--- src/rtl/prog_timer_pkg.sv ---
// Shared definitions for the programmable timer: register map and CTRL layout.
package prog_timer_pkg;

    // Register offsets selected by addr[1:0]
    typedef enum logic [1:0] {
        REG_LOAD   = 2'd0,
        REG_CTRL   = 2'd1,
        REG_COUNT  = 2'd2,
        REG_STATUS = 2'd3
    } reg_off_e;

    // CTRL bit positions
    localparam int unsigned CTRL_EN      = 0;
    localparam int unsigned CTRL_MODE    = 1;
    localparam int unsigned CTRL_IE      = 2;
    localparam int unsigned CTRL_PRE_LSB = 8;
    localparam int unsigned CTRL_PRE_MSB = 15;
    localparam int unsigned PRE_W        = CTRL_PRE_MSB - CTRL_PRE_LSB + 1;

    // Assemble the CTRL read value; unused bits [7:3] read as zero
    function automatic logic [15:0] pack_ctrl(input logic en, input logic mode,
                                              input logic ie, input logic [PRE_W-1:0] pre);
        logic [15:0] r;
        r = '0;
        r[CTRL_EN]                   = en;
        r[CTRL_MODE]                 = mode;
        r[CTRL_IE]                   = ie;
        r[CTRL_PRE_MSB:CTRL_PRE_LSB] = pre;
        return r;
    endfunction

endpackage

--- src/rtl/prog_timer_chan.sv ---
// One timer channel: LOAD/CTRL/COUNT/STATUS registers, prescaler and down-counter.
module timer_chan
    import prog_timer_pkg::*;
#(
    parameter int unsigned WIDTH = 16
) (
    input  logic        clk_i,
    input  logic        rst_ni,
    input  logic        wr_load_i,
    input  logic        wr_ctrl_i,
    input  logic        wr_status_i,
    input  logic [15:0] wdata_i,
    output logic [15:0] load_o,
    output logic [15:0] count_o,
    output logic [15:0] ctrl_o,
    output logic [15:0] status_o,
    output logic        expire_o,
    output logic        irq_o
);

    logic [WIDTH-1:0] load_q,  load_d;
    logic [WIDTH-1:0] count_q, count_d;
    logic [PRE_W-1:0] pre_q,   pre_d;
    logic [PRE_W-1:0] psc_q,   psc_d;
    logic             en_q,    en_d;
    logic             mode_q,  mode_d;
    logic             ie_q,    ie_d;
    logic             pend_q,  pend_d;
    logic             expire_q, expire_d;
    logic             tick;

    // Next-state: prescaler/counter advance first, then register writes override
    always_comb begin
        load_d   = load_q;
        count_d  = count_q;
        pre_d    = pre_q;
        psc_d    = psc_q;
        en_d     = en_q;
        mode_d   = mode_q;
        ie_d     = ie_q;
        expire_d = 1'b0;

        // A LOAD write in the same cycle swallows the tick entirely
        tick = en_q && (psc_q == pre_q) && !wr_load_i;

        if (en_q) begin
            psc_d = (psc_q == pre_q) ? '0 : psc_q + PRE_W'(1);
        end

        if (tick) begin
            if (count_q != '0) begin
                count_d = count_q - WIDTH'(1);
            end else begin
                expire_d = 1'b1;
                if (mode_q) begin
                    count_d = load_q;
                end else begin
                    en_d = 1'b0;
                end
            end
        end

        if (wr_ctrl_i) begin
            en_d   = wdata_i[CTRL_EN];
            mode_d = wdata_i[CTRL_MODE];
            ie_d   = wdata_i[CTRL_IE];
            pre_d  = wdata_i[CTRL_PRE_MSB:CTRL_PRE_LSB];
            if (!en_q && wdata_i[CTRL_EN]) begin
                count_d = load_q;
                psc_d   = '0;
            end
        end

        if (wr_load_i) begin
            load_d  = wdata_i[WIDTH-1:0];
            count_d = wdata_i[WIDTH-1:0];
            psc_d   = '0;
        end

        // Expiry set takes priority over write-1-to-clear
        pend_d = (pend_q && !(wr_status_i && wdata_i[0])) || expire_d;
    end

    // Channel state registers
    always_ff @(posedge clk_i or negedge rst_ni) begin
        if (!rst_ni) begin
            load_q   <= '0;
            count_q  <= '0;
            pre_q    <= '0;
            psc_q    <= '0;
            en_q     <= 1'b0;
            mode_q   <= 1'b0;
            ie_q     <= 1'b0;
            pend_q   <= 1'b0;
            expire_q <= 1'b0;
        end else begin
            load_q   <= load_d;
            count_q  <= count_d;
            pre_q    <= pre_d;
            psc_q    <= psc_d;
            en_q     <= en_d;
            mode_q   <= mode_d;
            ie_q     <= ie_d;
            pend_q   <= pend_d;
            expire_q <= expire_d;
        end
    end

    assign load_o   = 16'(load_q);
    assign count_o  = 16'(count_q);
    assign ctrl_o   = pack_ctrl(en_q, mode_q, ie_q, pre_q);
    assign status_o = {15'b0, pend_q};
    assign expire_o = expire_q;
    assign irq_o    = pend_q && ie_q;

endmodule

--- src/rtl/prog_timer.sv ---
// Multi-channel programmable timer: address decode, read mux and interrupt OR.
module prog_timer
    import prog_timer_pkg::*;
#(
    parameter int unsigned NCH   = 4,
    parameter int unsigned WIDTH = 16
) (
    input  logic                   clk,
    input  logic                   reset,
    input  logic                   we,
    input  logic [1+$clog2(NCH):0] addr,
    input  logic [15:0]            wdata,
    output logic [15:0]            rdata,
    output logic [NCH-1:0]         expire,
    output logic [NCH-1:0]         irq,
    output logic                   irq_any
);

    localparam int unsigned CW = (NCH > 1) ? $clog2(NCH) : 1;

    logic [CW-1:0] ch_sel;
    reg_off_e      reg_sel;
    logic [15:0]   ch_load   [NCH];
    logic [15:0]   ch_count  [NCH];
    logic [15:0]   ch_ctrl   [NCH];
    logic [15:0]   ch_status [NCH];

    assign reg_sel = reg_off_e'(addr[1:0]);

    // A single-channel build has no channel-select bits in addr
    if (NCH > 1) begin : g_sel
        assign ch_sel = addr[1+$clog2(NCH):2];
    end else begin : g_sel_one
        assign ch_sel = '0;
    end

    for (genvar g = 0; g < NCH; g++) begin : g_chan
        logic hit;
        assign hit = we && (ch_sel == CW'(g));

        timer_chan #(
            .WIDTH(WIDTH)
        ) u_chan (
            .clk_i      (clk),
            .rst_ni     (reset),
            .wr_load_i  (hit && (reg_sel == REG_LOAD)),
            .wr_ctrl_i  (hit && (reg_sel == REG_CTRL)),
            .wr_status_i(hit && (reg_sel == REG_STATUS)),
            .wdata_i    (wdata),
            .load_o     (ch_load[g]),
            .count_o    (ch_count[g]),
            .ctrl_o     (ch_ctrl[g]),
            .status_o   (ch_status[g]),
            .expire_o   (expire[g]),
            .irq_o      (irq[g])
        );
    end

    // Combinational read of the addressed channel register
    always_comb begin
        rdata = '0;
        for (int unsigned i = 0; i < NCH; i++) begin
            if (ch_sel == CW'(i)) begin
                case (reg_sel)
                    REG_LOAD:   rdata = ch_load[i];
                    REG_CTRL:   rdata = ch_ctrl[i];
                    REG_COUNT:  rdata = ch_count[i];
                    REG_STATUS: rdata = ch_status[i];
                    default:    rdata = '0;
                endcase
            end
        end
    end

    assign irq_any = |irq;

endmodule

--- config.mk ---
export PLATFORM = sky130hd
export DESIGN_NAME = prog_timer
export DESIGN_NICKNAME = d
export VERILOG_FILES = /design/src/rtl/prog_timer_pkg.sv /design/src/rtl/prog_timer_chan.sv /design/src/rtl/prog_timer.sv
export SDC_FILE = /design/constraint.sdc
export NUM_CORES = 1
export LEC_CHECK = 0
export BUFFER_PORTS_ARGS = -buffer_cell sky130_fd_sc_hd__buf_2
export CAP_MARGIN = 20
export CORE_ASPECT_RATIO = 0.9
export CORE_MARGIN = 4
export CORE_UTILIZATION = 35
export CTS_CLUSTER_DIAMETER = 80
export DETAILED_ROUTE_END_ITERATION = 10
export PLACE_DENSITY = 0.59
export SLEW_MARGIN = 20
export SYNTH_ARGS = -nofsm -noshare
export SYNTH_HDL_FRONTEND = slang
export SYNTH_SLANG_ARGS = --single-unit
export TNS_END_PERCENT = 10
--- constraint.sdc ---
create_clock -name clk -period 2.6 [get_ports clk]
set_input_delay 0.13 -clock clk [delete_from_list [all_inputs] [get_ports clk]]
set_output_delay 0.13 -clock clk [all_outputs]
set_load 0.1 [all_outputs]
==> results.sh <==
export IMPL_reg2reg_to="g_chan[0].u_chan.count_o[12]"
export IMPL_ys_seq_area_frac=0.393
export IMPL_avgRoutedWirePerCell_um=22.8
export IMPL_final_nets=1688
export IMPL_worst_slew_pin_slew_ps=1130
export IMPL_synthArstFlopShare=1.00
export IMPL_min_path_type="primary input to flip-flop"
export IMPL_synth_ff_type="dfrtp_1"
export IMPL_synth_top_area_frac=0.393
export IMPL_final_cell_mix="nand2_1 (301), dfrtp_1 (212), nor2_1 (124)"
export IMPL_p_int_mw=8.36
export IMPL_hold_depth=3
export IMPL_mostFrequentLayoutCell="nand2_1"
export IMPL_cts_tree="yes"
export IMPL_syn_to_final_growth_pct=17.4
export IMPL_cts_sinks=212
export IMPL_row_count=68
export IMPL_dpl_hpwl_um=35200
export IMPL_setup_violations=0
export IMPL_final_max_slew_viol_count=0
export IMPL_p_clk_frac=0.258
export IMPL_power_frac_comb=0.355
export IMPL_grt_pass1_wl_um=75800
export IMPL_drc=0
export IMPL_fin_crit_ps=2570
export IMPL_die_y_um=194
export IMPL_cts_clk_slew_worst_paths_ps=60
export IMPL_cp_max_fo=9
export IMPL_vias=12800
export IMPL_power_frac_seq=0.387
export IMPL_drtIter0Drc=1365
export IMPL_synth_nets=1621
export IMPL_netlist_area_um2=13500
export IMPL_synth_edf_count=0
export IMPL_placed_area_um2=14900
export IMPL_crit_path_start_kind="flip-flop"
export IMPL_status="completed"
export IMPL_ios=48
export IMPL_ys_warn_count=0
export IMPL_initial_core_util=0.354
export IMPL_path_class="flip-flop to output port"
export IMPL_total_leakage_power_nw=6.85
export IMPL_ys_ff_latch=212
export IMPL_diodes=0
export IMPL_root_buffer="clkbuf_16"
export IMPL_hold_viol_final=0
export IMPL_switching_power_mw=5.46
export IMPL_drt_wl_total_um=49200
export IMPL_min_period_over_period=0.987
export IMPL_rr_worst_depth=6
export IMPL_rsz0062_at_grt="false"
export IMPL_total_power_mw=13.8
export IMPL_fmax_mhz=390
export IMPL_dieArea_um2=41800
export IMPL_final_layout_size_suffix_gt1_frac=0.173
export IMPL_rrSetupSlack_ps=140
export IMPL_yosysUniqueCellTypes=80
export IMPL_avgSynthCellArea_um2=8.52
export IMPL_cts_buffer_depth=3
export IMPL_crit_required_ps=2470
export IMPL_hp_start="wdata[12]"
export IMPL_crit_arrival_ps=2440
export IMPL_clk_latency_ps=550
export IMPL_gp_congestion=0.972
export IMPL_port_buffers=47
export IMPL_end_kind="output port"
export IMPL_relSlewSlack=0.240
export IMPL_grt_pass1_vias=12500
export IMPL_post_cts_buffers=0
export IMPL_cts_buffers=25
export IMPL_core_um2=38200
export IMPL_die_w_um=215
export IMPL_cts_max_level=1
export IMPL_yosys_top_cells_area="dfrtp_1 (39%), nand2_1 (8.4%), mux2i_1 (5.5%), o21ai_0 (4.2%), mux2_2 (3.9%)"
export IMPL_antenna_left=0
export IMPL_fin_skew_ps=16.3
export IMPL_grt_max_degree=69
export IMPL_grt_total_usage=0.228
export IMPL_drt_pass1_iter_count=6
export IMPL_powerDensity_nw_per_um2=872
export IMPL_hold_path_end="g_chan[3].u_chan.load_o[12]"
export IMPL_design_area_um2=15900
export IMPL_yosysTopAreaCell="dfrtp_1"
export IMPL_grt_overflow_total=0
export IMPL_irDropWorstVdd_uv=668
export IMPL_via_per_inst=5.94
export IMPL_r2r_start="g_chan[0].u_chan.count_o[11]"
export IMPL_antenna_found_initial=0
export IMPL_maxCapViolCount=0
export IMPL_p_sw_frac=0.395
export IMPL_syn_inst=1586
## repair_timing
action / 4_1_cts / 5_1_grt
hold buffers: 12 / 0
setup endpoints to repair: 2 / 16
hold endpoints to repair: 99 / 0
gates resized for setup: 2 / 5
## Yosys cell counts, types with 5 or more instances
| cell type | count |
|---|---|
| clkbuf_1 | 96 |
| mux2_2 | 47 |
| nor3_1 | 27 |
| o41ai_1 | 5 |
| buf_2 | 5 |
| nand2b_1 | 8 |
| a31oi_1 | 23 |
| ha_1 | 12 |
| o211ai_1 | 20 |
| o31ai_1 | 13 |
| o21a_1 | 5 |
| a221oi_1 | 7 |
| or4_1 | 11 |
| a221o_1 | 5 |
| mux4_2 | 8 |
| inv_1 | 21 |
| a22oi_1 | 13 |
| nand3b_1 | 5 |
| nor4_2 | 6 |
| nand4_1 | 28 |
| nand3_1 | 34 |
| nor2_1 | 126 |
| buf_4 | 8 |
| xor2_1 | 36 |
| buf_1 | 11 |
| and3_1 | 12 |
| o221a_2 | 6 |
| o221ai_1 | 5 |
| nor3b_1 | 6 |
| a211oi_1 | 19 |
| mux2i_1 | 74 |
| o22ai_1 | 28 |
| dfrtp_1 | 212 |
| nand2_1 | 301 |
| and2_1 | 9 |
| nor4_1 | 26 |
| a21oi_1 | 74 |
| nor2b_1 | 5 |
| o21ai_0 | 114 |
| xnor2_1 | 24 |
| or3_1 | 13 |
## power by group through the flow
stage	Clock, mW	Sequential, mW	Combinational (mW)
floorplan	0	4.93	3.41
global placement	0	5.35	4.74
detailed placement	0	5.37	4.81
CTS	3.64	5.32	4.85
global route	3.76	5.48	5.37
finish	3.56	5.35	4.91
## routing by layer
| layer | up-vias | GRT usage | share of wire |
|---|---|---|---|
| met5 | - | 0 | 0 |
| met4 | 0 | 0.0787 | 0.037 |
| met3 | 101 | 0.0553 | 0.091 |
| met2 | 564 | 0.334 | 0.43 |
| met1 | 6296 | 0.331 | 0.45 |
| li1 | 5881 | - | - |
## state kept, by name, summed over array words and instances, names as in the netlist
name	cells
g_chan.u_chan.psc_q	32
g_chan.u_chan.ie_q	4
g_chan.u_chan.pre_q	32
g_chan.u_chan.load_o	64
g_chan.u_chan.count_o	64
g_chan.u_chan.pend_q	4
g_chan.u_chan.mode_q	4
g_chan.u_chan.expire_o	4
g_chan.u_chan.en_q	4
## worst max-delay path: stages (launching register included)
cell	delay (ps)
dfrtp_1	570
mux2i_1	140
o21ai_0	320
o21ai_0	290
a21oi_2	330
buf_12	220
## through the flow
stage	cells	setup TNS, ps	hold WS [ps]	worst slack [ps]	util
2_1_floorplan	1586	-1820	-166	-506	-
3_3_place_gp	2104	0	126	179	0.390
3_5_place_dp	2104	0	132	123	0.390
4_1_cts	2161	0	0.876	44.5	0.415
5_1_grt	2161	0	29.0	10.3	0.415
6_report	2161	0	23.0	34.5	0.415
## area by class of cell
class / count / area, um2
Fill cell: 3797 / 22300
Tap cell: 490 / 613
Clock inverter: 8 / 93.8
Sequential cell: 212 / 5310
Clock buffer: 37 / 721
Inverter: 21 / 78.8
Multi-Input combinational cell: 1227 / 7650
Timing Repair Buffer: 166 / 1400
## logic make-up (layout without fill, tap and decap cells)
logic type	count (synthesis)	after routing	synth area share
DFF	212	212	0.393
adders and majority gates	12	12	0.0111
and+or+nand+nor	643	643	0.222
muxes	129	129	0.107
buffers and inverters	147	232	0.0457
xor gates and xnor gates	60	60	0.0389
AOI/OAI and AO/OA	383	383	0.182
## worst max path at each step
stage                                start                          end  slack [ps]
2_1_floorplan                      addr[1]                     rdata[7]        -510
3_3_place_gp   g_chan[1].u_chan.count_o[0]  g_chan[1].u_chan.count_o[1]         180
3_5_place_dp   g_chan[3].u_chan.count_o[0]  g_chan[3].u_chan.count_o[0]         120
4_1_cts              g_chan[2].u_chan.en_q                     rdata[0]          40
5_1_grt        g_chan[3].u_chan.count_o[0]  g_chan[3].u_chan.count_o[6]          10
6_report           g_chan[2].u_chan.mode_q                     rdata[1]          30
Power figures use the tool's default switching activity.
